**src/rtl/dig_write_arbiter.sv**
```systemverilog
// Round-robin arbiter sharing the 7-segment display between two write requesters.
// Each write is a single-cycle strobe, followed by a fixed hold time before the next grant.
module dig_write_arbiter #(
    parameter logic [31:0] DIG_ADDR    = 32'hFFFF_F000,
    parameter int unsigned HOLD_CYCLES = 16
) (
    input  logic        clk_from_bg,
    input  logic        rst_from_bg,
    input  logic        req0,
    input  logic [31:0] wdata0,
    output logic        ack0,
    input  logic        req1,
    input  logic [31:0] wdata1,
    output logic        ack1,
    output logic        busy,
    output logic [31:0] cur_val,
    output logic [31:0] addr_2_dig,
    output logic        we_2_dig,
    output logic [31:0] wdata_2_dig
);

    localparam int CNT_W = (HOLD_CYCLES > 1) ? $clog2(HOLD_CYCLES) : 1;
    localparam logic [CNT_W-1:0] HOLD_LOAD = CNT_W'(HOLD_CYCLES - 1);

    typedef enum logic [1:0] {
        IDLE  = 2'd0,
        WRITE = 2'd1,
        HOLD  = 2'd2
    } state_t;

    state_t           state_q, state_d;
    logic             lastGrant_q, lastGrant_d;
    logic             winner_q, winner_d;
    logic [CNT_W-1:0] holdCnt_q, holdCnt_d;
    logic [31:0]      wdata_q, wdata_d;
    logic [31:0]      curVal_q, curVal_d;
    logic             pick;

    // lastGrant resets to 1 so requester 0 wins the first tie.
    always_ff @(posedge clk_from_bg or negedge rst_from_bg) begin
        if (!rst_from_bg) begin
            state_q     <= IDLE;
            lastGrant_q <= 1'b1;
            winner_q    <= 1'b0;
            holdCnt_q   <= '0;
            wdata_q     <= '0;
            curVal_q    <= '0;
        end else begin
            state_q     <= state_d;
            lastGrant_q <= lastGrant_d;
            winner_q    <= winner_d;
            holdCnt_q   <= holdCnt_d;
            wdata_q     <= wdata_d;
            curVal_q    <= curVal_d;
        end
    end

    always_comb begin
        state_d     = state_q;
        lastGrant_d = lastGrant_q;
        winner_d    = winner_q;
        holdCnt_d   = holdCnt_q;
        wdata_d     = wdata_q;
        curVal_d    = curVal_q;
        // Requester 1 wins when alone, or on a tie when requester 0 was served last.
        pick        = req1 & (~req0 | ~lastGrant_q);

        case (state_q)
            IDLE: begin
                if (req0 || req1) begin
                    winner_d    = pick;
                    lastGrant_d = pick;
                    wdata_d     = pick ? wdata1 : wdata0;
                    state_d     = WRITE;
                end
            end
            WRITE: begin
                curVal_d  = wdata_q;
                holdCnt_d = HOLD_LOAD;
                state_d   = HOLD;
            end
            HOLD: begin
                if (holdCnt_q == '0) begin
                    state_d = IDLE;
                end else begin
                    holdCnt_d = holdCnt_q - 1'b1;
                end
            end
            default: state_d = IDLE;
        endcase
    end

    assign we_2_dig    = (state_q == WRITE);
    assign addr_2_dig  = we_2_dig ? DIG_ADDR : 32'h0;
    assign ack0        = we_2_dig & ~winner_q;
    assign ack1        = we_2_dig & winner_q;
    assign busy        = (state_q != IDLE);
    assign cur_val     = curVal_q;
    assign wdata_2_dig = wdata_q;

endmodule

```
**config.mk**
```make
export PLATFORM = sky130hd
export DESIGN_NAME = dig_write_arbiter
export DESIGN_NICKNAME = d
export VERILOG_FILES = /design/src/rtl/dig_write_arbiter.sv
export SDC_FILE = /design/constraint.sdc
export NUM_CORES = 1
export LEC_CHECK = 0
export BUFFER_PORTS_ARGS = -buffer_cell sky130_fd_sc_hd__clkbuf_2
export CAP_MARGIN = 40
export CORE_UTILIZATION = 50
export DETAILED_ROUTE_END_ITERATION = 16
export GPL_TIMING_DRIVEN = 0
export HOLD_SLACK_MARGIN = 0.05
export PLACE_DENSITY = 0.85
export SETUP_SLACK_MARGIN = 0.05
export SYNTH_ARGS = -nofsm -noshare
export SYNTH_HDL_FRONTEND = slang
export SYNTH_SLANG_ARGS = --single-unit
```
**constraint.sdc**
```tcl
create_clock -name clk_from_bg -period 2.7 [get_ports clk_from_bg]
set_clock_uncertainty 0.1 [all_clocks]
set_input_delay 0.54 -clock clk_from_bg [delete_from_list [all_inputs] [get_ports clk_from_bg]]
set_output_delay 0.54 -clock clk_from_bg [all_outputs]
set_load 0.1 [all_outputs]
```
* After elaboration in Yosys (flattened, before gate mapping)
Cells that the tools add are included.
** Word-level totals
- Register bits :: 72
- Input bits :: 68
- Output and inout port bits :: 100
- Logic and storage cells :: 34
** Cells by class
- $add $sub $neg :: 1
- Equality and inequality tests :: 5
- Mux-type cells :: 7
- Bitwise logic cells :: 7
- Reductions and logical operators :: 8
** Operators with widths (count)
- two-way mux 32 bit :: 2
- case mux 4 bit (2 select lines) :: 1
- inequality test 2 bit, second input constant :: 3
- case mux 2 bit (3 select lines) :: 1
- AND reduction 2 bit :: 3
- logical NOT 4 bit :: 1
- two-way mux 2 bit :: 2
- two-way mux 4 bit :: 1
- nonzero test 2 bit :: 2
- subtractor 4 x 1 -> 4 bit, second input constant :: 1
- AND 1 bit :: 3
- inverter 1 bit :: 3
- == test 2 x 1 -> 1 bit, second input constant :: 1
- == test 2 bit, second input constant :: 1
- logical NOT 2 bit :: 1
- logical OR 1 bit :: 1
- OR 1 bit :: 1

* Depth between registers and ports, before layout
Gate-level depths: netlist of run 1.
- Word-level depth :: 4
- Gate-level depth with buffers :: 6
- Gate-level depth less buffers :: 5

* Least setup slack after synthesis of run 1
OpenSTA, ideal clock, no wires.
- Path kind :: register to output
- Start point :: register state_q[1]
- End point :: output ack0
- Arrival time :: 2.088 ns
- Data required time :: 2.060 ns
- Setup slack :: -0.028 ns
- Cell stages (with the launch flop) :: 5
- Path buffers :: 2
- Path through :: dfrtp_1 > nand2b_1 > buf_2 > clkbuf_1 > nor2_1
** Between the ends
- Word-level cells in the longest chain between the ends :: 2
** RTL lines
- start: declaration :: line 31 : state_t state_q, state_d;
- start signal: assignment :: line 49 : state_q <= state_d;
- == test 2 x 1 -> 1 bit :: line 93 : assign we_2_dig = (state_q == WRITE);
- AND 1 bit :: line 95 : assign ack0 = we_2_dig & ~winner_q;
- end: declaration :: line 11 : output logic ack0,
Every way passes these cells.

* Worst setup path after layout of run 1
Same ends and word-level chain as after synthesis.

==> flow_metrics.env, run 1 <==
export IMPL_ys_seq_elements=72
export IMPL_max_stage_delay_ps=470
export IMPL_r2r_end="wdata_2_dig[0]"
export IMPL_die_x_um=86.6
export IMPL_min_to="lastGrant_q"
export IMPL_finalSetupTns_ps=0
export IMPL_synthSimpleGateAreaFrac_pct=20.3
export IMPL_syn_cell_area_um2=3580
export IMPL_nets=643
export IMPL_grt_antenna_before_repair=0
export IMPL_cp_max_fo=10
export IMPL_rr_worst_depth=5
export IMPL_synth_xor_area_share_pct=0
export IMPL_rows=30
export IMPL_syn2layout_area_growth_pct=37.3
export IMPL_synth_area_mux_share_pct=0
export IMPL_place_congestion=0.787
export IMPL_setup_viol=0
export IMPL_r2r_start="state_q[1]"
export IMPL_outcome="finished clean"
export IMPL_hpwlAfterDp_um=6940
export IMPL_seq_area_um2=1800
export IMPL_arrival_ps=1880
export IMPL_cts_tree="yes"
export IMPL_numCtsBuffers=9
export IMPL_ant_nets=0
export IMPL_layoutNonFillerInstCount=675
export IMPL_dr_total_vias=3366
export IMPL_final_max_slew_viol_count=0
export IMPL_grt_pass1_vias=3252
export IMPL_die_y_um=86.6
export IMPL_start_util_pct=52.1
export IMPL_critPathKind="reg2out"
export IMPL_drt_vias_per_instance=4.99
export IMPL_post_cts_buffers=0
export IMPL_required_ps=2060
export IMPL_ios=168
export IMPL_synthAdderAreaFrac_pct=0.349
export IMPL_synth_top_family_by_area="simple AND/OR/NAND/NOR gates"
export IMPL_cp_slowest_cell="clkbuf_2"
export IMPL_crit_buf_inv=3
export IMPL_fp_coreArea_um2=6870
export IMPL_max_slew_margin_pct=62.7
export IMPL_synth_compound_area_share_pct=17.5
export IMPL_io_buffers=155
export IMPL_hp_start="req0"
export IMPL_hold_viol_final=0
export IMPL_rrSetupSlack_ps=890
export IMPL_clock_sinks=72
export IMPL_wl_per_cell_um=13.9
export IMPL_drt_pass1_iter_count=4
export IMPL_max_cap_viol_count=0
export IMPL_track_usage_pct=25.6
export IMPL_cts_path_max_buffers=2
export IMPL_rsz0062_at_grt="false"
export IMPL_htree_levels=3
export IMPL_cts_root_buf="clkbuf_8"
export IMPL_fmaxAchievable_mhz=397
export IMPL_die_area_um2=7500
export IMPL_drtIter0Drc=131
export IMPL_crit_path_end_kind="output port"
export IMPL_ys_types=30
export IMPL_drive_gt1_share_pct=43.7
export IMPL_startpoint_type="flip-flop"
export IMPL_crit_path_frequent_cell="clkbuf_2"
export IMPL_post_route_min_period_ps=2520
export IMPL_dp_cells=658
export IMPL_multiInputGateArea_um2=1410
export IMPL_crit_family="buffers and inverters"
export IMPL_grt_overflow=0
export IMPL_hold_depth=2
export IMPL_netlist_instances=395
export IMPL_drt_total_wl_um=9350
export IMPL_hold_ws_ps=298
export IMPL_yosys_warnings=0
export IMPL_insertion_delay_ps=340
export IMPL_critical_path_depth=5
export IMPL_num_antenna_cells=0
export IMPL_drc=0
export IMPL_ys_seq_area_share_pct=50.3
export IMPL_grt_pass1_wl_um=14800
export IMPL_period_share_pct=93.4
export IMPL_grt_max_degree=49
export IMPL_fillCellCount=544
export IMPL_clk_pin_slew_ps=80
export IMPL_path_cells="nand2b_1 -> buf_2 -> clkbuf_2 -> nor2_1 -> clkbuf_2"
export IMPL_min_path_type="in2reg"
export IMPL_syn_avg_cell_area_um2=9.07
export IMPL_tightestPinTransition_ps=562
[repair_timing]
item / 4_1_cts / 5_1_grt
gates resized for setup: 22 / 2
endpoints found under the hold margin: 24 / 0
hold buffers: 1 / 0
cloned: 0 / 0
setup endpoints to repair: 23 / 21
[metrics by stage]
stage / setup slack (ps) / util (%) / area [um^2]
final: 178 / 71.6 / 4920
after floorplan: -28.4 / - / 3620
after CTS: 72.5 / 71.5 / 4910
after global routing: 73.3 / 71.6 / 4920
after global placement: 221 / 65.8 / 4520
after detailed placement: 200 / 66.2 / 4550
[state kept, by name, indices dropped and copies added, names as in the netlist]
register,count
winner_q,1
holdCnt_q,4
cur_val,32
lastGrant_q,1
state_q,2
wdata_2_dig,32
[cell type report]
type / count / area share (%)
Clock buffer: 11 / 3.08
Sequential cell: 72 / 36.7
Buffer: 59 / 8.09
Multi-Input combinational cell: 270 / 28.7
Tap cell: 96 / 2.44
Timing Repair Buffer: 157 / 17.6
Clock inverter: 5 / 3.05
Inverter: 5 / 0.382
[cells in the final DEF (no fill, tap or decap), types with 2 or more instances in the layout]
cell type	count
a21oi_1	35
clkbuf_8	11
clkbuf_1	10
buf_1	2
a31oi_1	5
buf_2	9
nand2b_1	4
o21ai_0	2
conb_1	12
a221o_1	2
nor2_1	4
dfrtp_1	71
inv_1	4
nand3b_1	2
clkbuf_2	134
a31oi_2	28
buf_6	6
bufinv_16	5
buf_4	32
clkbuf_4	21
nor4b_1	2
nand2_1	164
[cells by family (layout without fill, tap and decap cells)]
| logic type | Yosys count | in the layout |
|---|---|---|
| flip-flops | 72 | 72 |
| AO/OA/AOI/OAI | 76 | 76 |
| adder cells (fa/ha/maj) | 1 | 1 |
| buffers and inverters | 64 | 237 |
| AND/OR/NAND/NOR | 181 | 181 |
| other | 1 | 12 |
[routing by layer]
| layer | wire, um | vias up | track usage [%] |
|---|---|---|---|
| met4 | 126 | 0 | 10.5 |
| met3 | 542 | 10 | 4.29 |
| met1 | 3820 | 1599 | 30.1 |
| met2 | 4860 | 150 | 46.4 |
| li1 | - | 1607 | - |
| met5 | 0 | - | 0 |
[worst max-delay path by stage]
| stage | endpoint | startpoint | slack, ps |
|---|---|---|---|
| 3_3_place_gp | addr_2_dig[12] | state_q[0] | 220 |
| 5_1_grt | ack0 | state_q[1] | 70 |
| 4_1_cts | we_2_dig | state_q[1] | 70 |
| 6_report | ack0 | state_q[1] | 180 |
| 3_5_place_dp | addr_2_dig[28] | state_q[1] | 200 |
| 2_1_floorplan | ack0 | state_q[1] | -30 |
[Yosys cell counts]
library cell	number	area, um^2
nand2b_1	4	25.0
conb_1	1	3.75
nor3b_1	1	7.51
clkbuf_1	11	41.3
a21bo_2	1	10.0
inv_1	4	15.0
a31oi_1	5	31.3
o22ai_2	1	12.5
nand2_1	164	616
buf_1	2	7.51
dfstp_2	1	26.3
nor4b_1	2	17.5
nor3_1	1	5.00
and2_4	1	8.76
a31oi_2	28	350
buf_4	32	240
nor2_4	1	11.3
o21ai_0	2	10.0
a221o_1	2	20.0
o32ai_1	1	8.76
or2_1	1	6.26
a21boi_1	1	7.51
buf_2	9	45.0
a21oi_1	35	175
inv_2	1	3.75
dfrtp_1	71	1780
nor2_1	4	15.0
nand3b_1	2	15.0
ha_1	1	12.5
buf_6	5	56.3
Power of run 1 is left out: the tool's default activity adds up to more than one toggle a clock period on the data nets, which glitch-free logic cannot reach.
==> run 2: changes to the inputs <==
CORE_UTILIZATION = 47   (was 50)
PLACE_DENSITY = 0.81   (was 0.85)
clock period = 2.57 ns   (was 2.7 ns; I/O delays follow)
==> flow_metrics.env, run 2 (same netlist as run 1, synthesis figures left out) <==
export IMPL_drt_vias_per_instance=4.88
export IMPL_max_cap_viol_count=0
export IMPL_grt_pass1_vias=3026
export IMPL_critPathKind="reg2out"
export IMPL_outcome="finished clean"
export IMPL_grt_antenna_before_repair=0
export IMPL_start_util_pct=49.1
export IMPL_drive_gt1_share_pct=43.3
export IMPL_period_share_pct=95.3
export IMPL_fmaxAchievable_mhz=408
export IMPL_htree_levels=3
export IMPL_final_max_slew_viol_count=0
export IMPL_startpoint_type="flip-flop"
export IMPL_die_y_um=89.3
export IMPL_dp_cells=661
export IMPL_fin_area_um2=4890
export IMPL_rows=31
export IMPL_nets=642
export IMPL_rrSetupSlack_ps=800
export IMPL_arrival_ps=1840
export IMPL_required_ps=1960
export IMPL_place_ws_ps=61.4
export IMPL_ant_nets=0
export IMPL_grt_overflow=0
export IMPL_drtIter0Drc=114
export IMPL_finalSetupTns_ps=0
export IMPL_highest_layer="met4"
export IMPL_tightestPinTransition_ps=558
export IMPL_die_area_um2=7970
export IMPL_layoutNonFillerInstCount=677
export IMPL_ios=168
export IMPL_cts_root_buf="clkbuf_8"
export IMPL_drt_pass1_iter_count=5
export IMPL_met2WireLength_um=4440
export IMPL_post_cts_buffers=0
export IMPL_hpwlAfterDp_um=6720
export IMPL_track_usage_pct=23.4
export IMPL_clk_pin_slew_ps=80
export IMPL_num_antenna_cells=0
export IMPL_crit_path_end_kind="output port"
export IMPL_postPlaceCellArea_um2=4540
export IMPL_layout_commonest_cell="nand2_1"
export IMPL_setup_viol=0
export IMPL_grt_pass1_wl_um=14100
export IMPL_place_congestion=0.773
export IMPL_post_route_min_period_ps=2450
export IMPL_cts_hold_buffers=0
export IMPL_io_buffers=155
export IMPL_wl_met1_um=4010
export IMPL_cts_tree="yes"
export IMPL_drc=0
export IMPL_syn2layout_area_growth_pct=36.6
export IMPL_cts_path_max_buffers=2
export IMPL_hold_viol_final=0
export IMPL_drt_total_wl_um=9200
export IMPL_clock_sinks=72
export IMPL_numCtsBuffers=9
export IMPL_insertion_delay_ps=330
export IMPL_die_x_um=89.3
export IMPL_wl_per_cell_um=13.6
export IMPL_fp_coreArea_um2=7290
export IMPL_fillCellCount=619
export IMPL_r2r_end="wdata_2_dig[21]"
export IMPL_grt_max_degree=38
export IMPL_max_slew_margin_pct=63.0
export IMPL_dr_total_vias=3305
export IMPL_setup_ws_ps=120
export IMPL_cp_max_fo=30
export IMPL_rr_worst_depth=5
export IMPL_rsz0062_at_grt="true"
export IMPL_r2r_start="lastGrant_q"
export IMPL_final_cell_mix="nand2_1 (164), clkbuf_2 (132), dfrtp_1 (71)"
export IMPL_wl_met3_um=635
export IMPL_min_path_type="in2async"
==> run 2: cell count changes in the layout (fill, tap and decap cells not counted) <==
| cell | change |
|---|---|
| buf_6 | +19 |
| clkbuf_4 | -18 |
| bufinv_16 | -3 |
| clkbuf_1 | +3 |
| clkbuf_2 | -2 |
| buf_12 | +1 |
| buf_16 | -1 |
| buf_4 | +1 |
| clkbuf_8 | -1 |
| clkinv_2 | +1 |
| dlygate4sd3_1 | -1 |
==> run 2: final cells by class <==
cell class	instances	area (um^2)	area share (%)
Clock buffer	13	149	3.04
Clock inverter	3	65.1	1.33
Inverter	5	18.8	0.384
Multi-Input combinational cell	270	1410	28.8
Timing Repair Buffer	156	925	18.9
Tap cell	99	124	2.53
Buffer	59	398	8.13
Sequential cell	72	1800	36.9
==> run 2: what timing repair did <==
item,in CTS,in global routing
endpoints found under the setup margin,23,22
resized for setup,24,42
endpoints found under the hold margin,0,0
cloned,0,0
==> run 2: critical path: stages, from the launching register on <==
cell and delay, ps:
dfrtp_1 380, nand2b_1 130, buf_2 190, inv_2 130, buf_6 240, buf_4 140, buf_4 270
==> run 2: worst max-delay path by stage <==
stage,to,slack (ps),cells past startpoint,start
final,addr_2_dig[16],120,6,state_q[1]
after detailed placement,addr_2_dig[25],60,6,state_q[1]
after CTS,addr_2_dig[25],60,6,state_q[1]
after global routing,addr_2_dig[16],8,6,state_q[0]
after floorplan,ack0,-130,4,state_q[1]
after global placement,addr_2_dig[13],100,6,state_q[1]
==> run 2: routing by layer <==
metal	vias up	track usage (%)
met5	-	0
met3	15	5.82
met2	142	39.2
met1	1545	29.9
li1	1603	-
met4	0	7.79
==> run 2: stage by stage <==
step	utilization (%)	hold slack [ps]
2_1_floorplan	-	118
3_3_place_gp	62.0	357
3_5_place_dp	62.3	362
4_1_cts	66.1	71.4
5_1_grt	67.1	89.3
6_report	67.1	65.4
Power of run 2 is left out for the same reason.
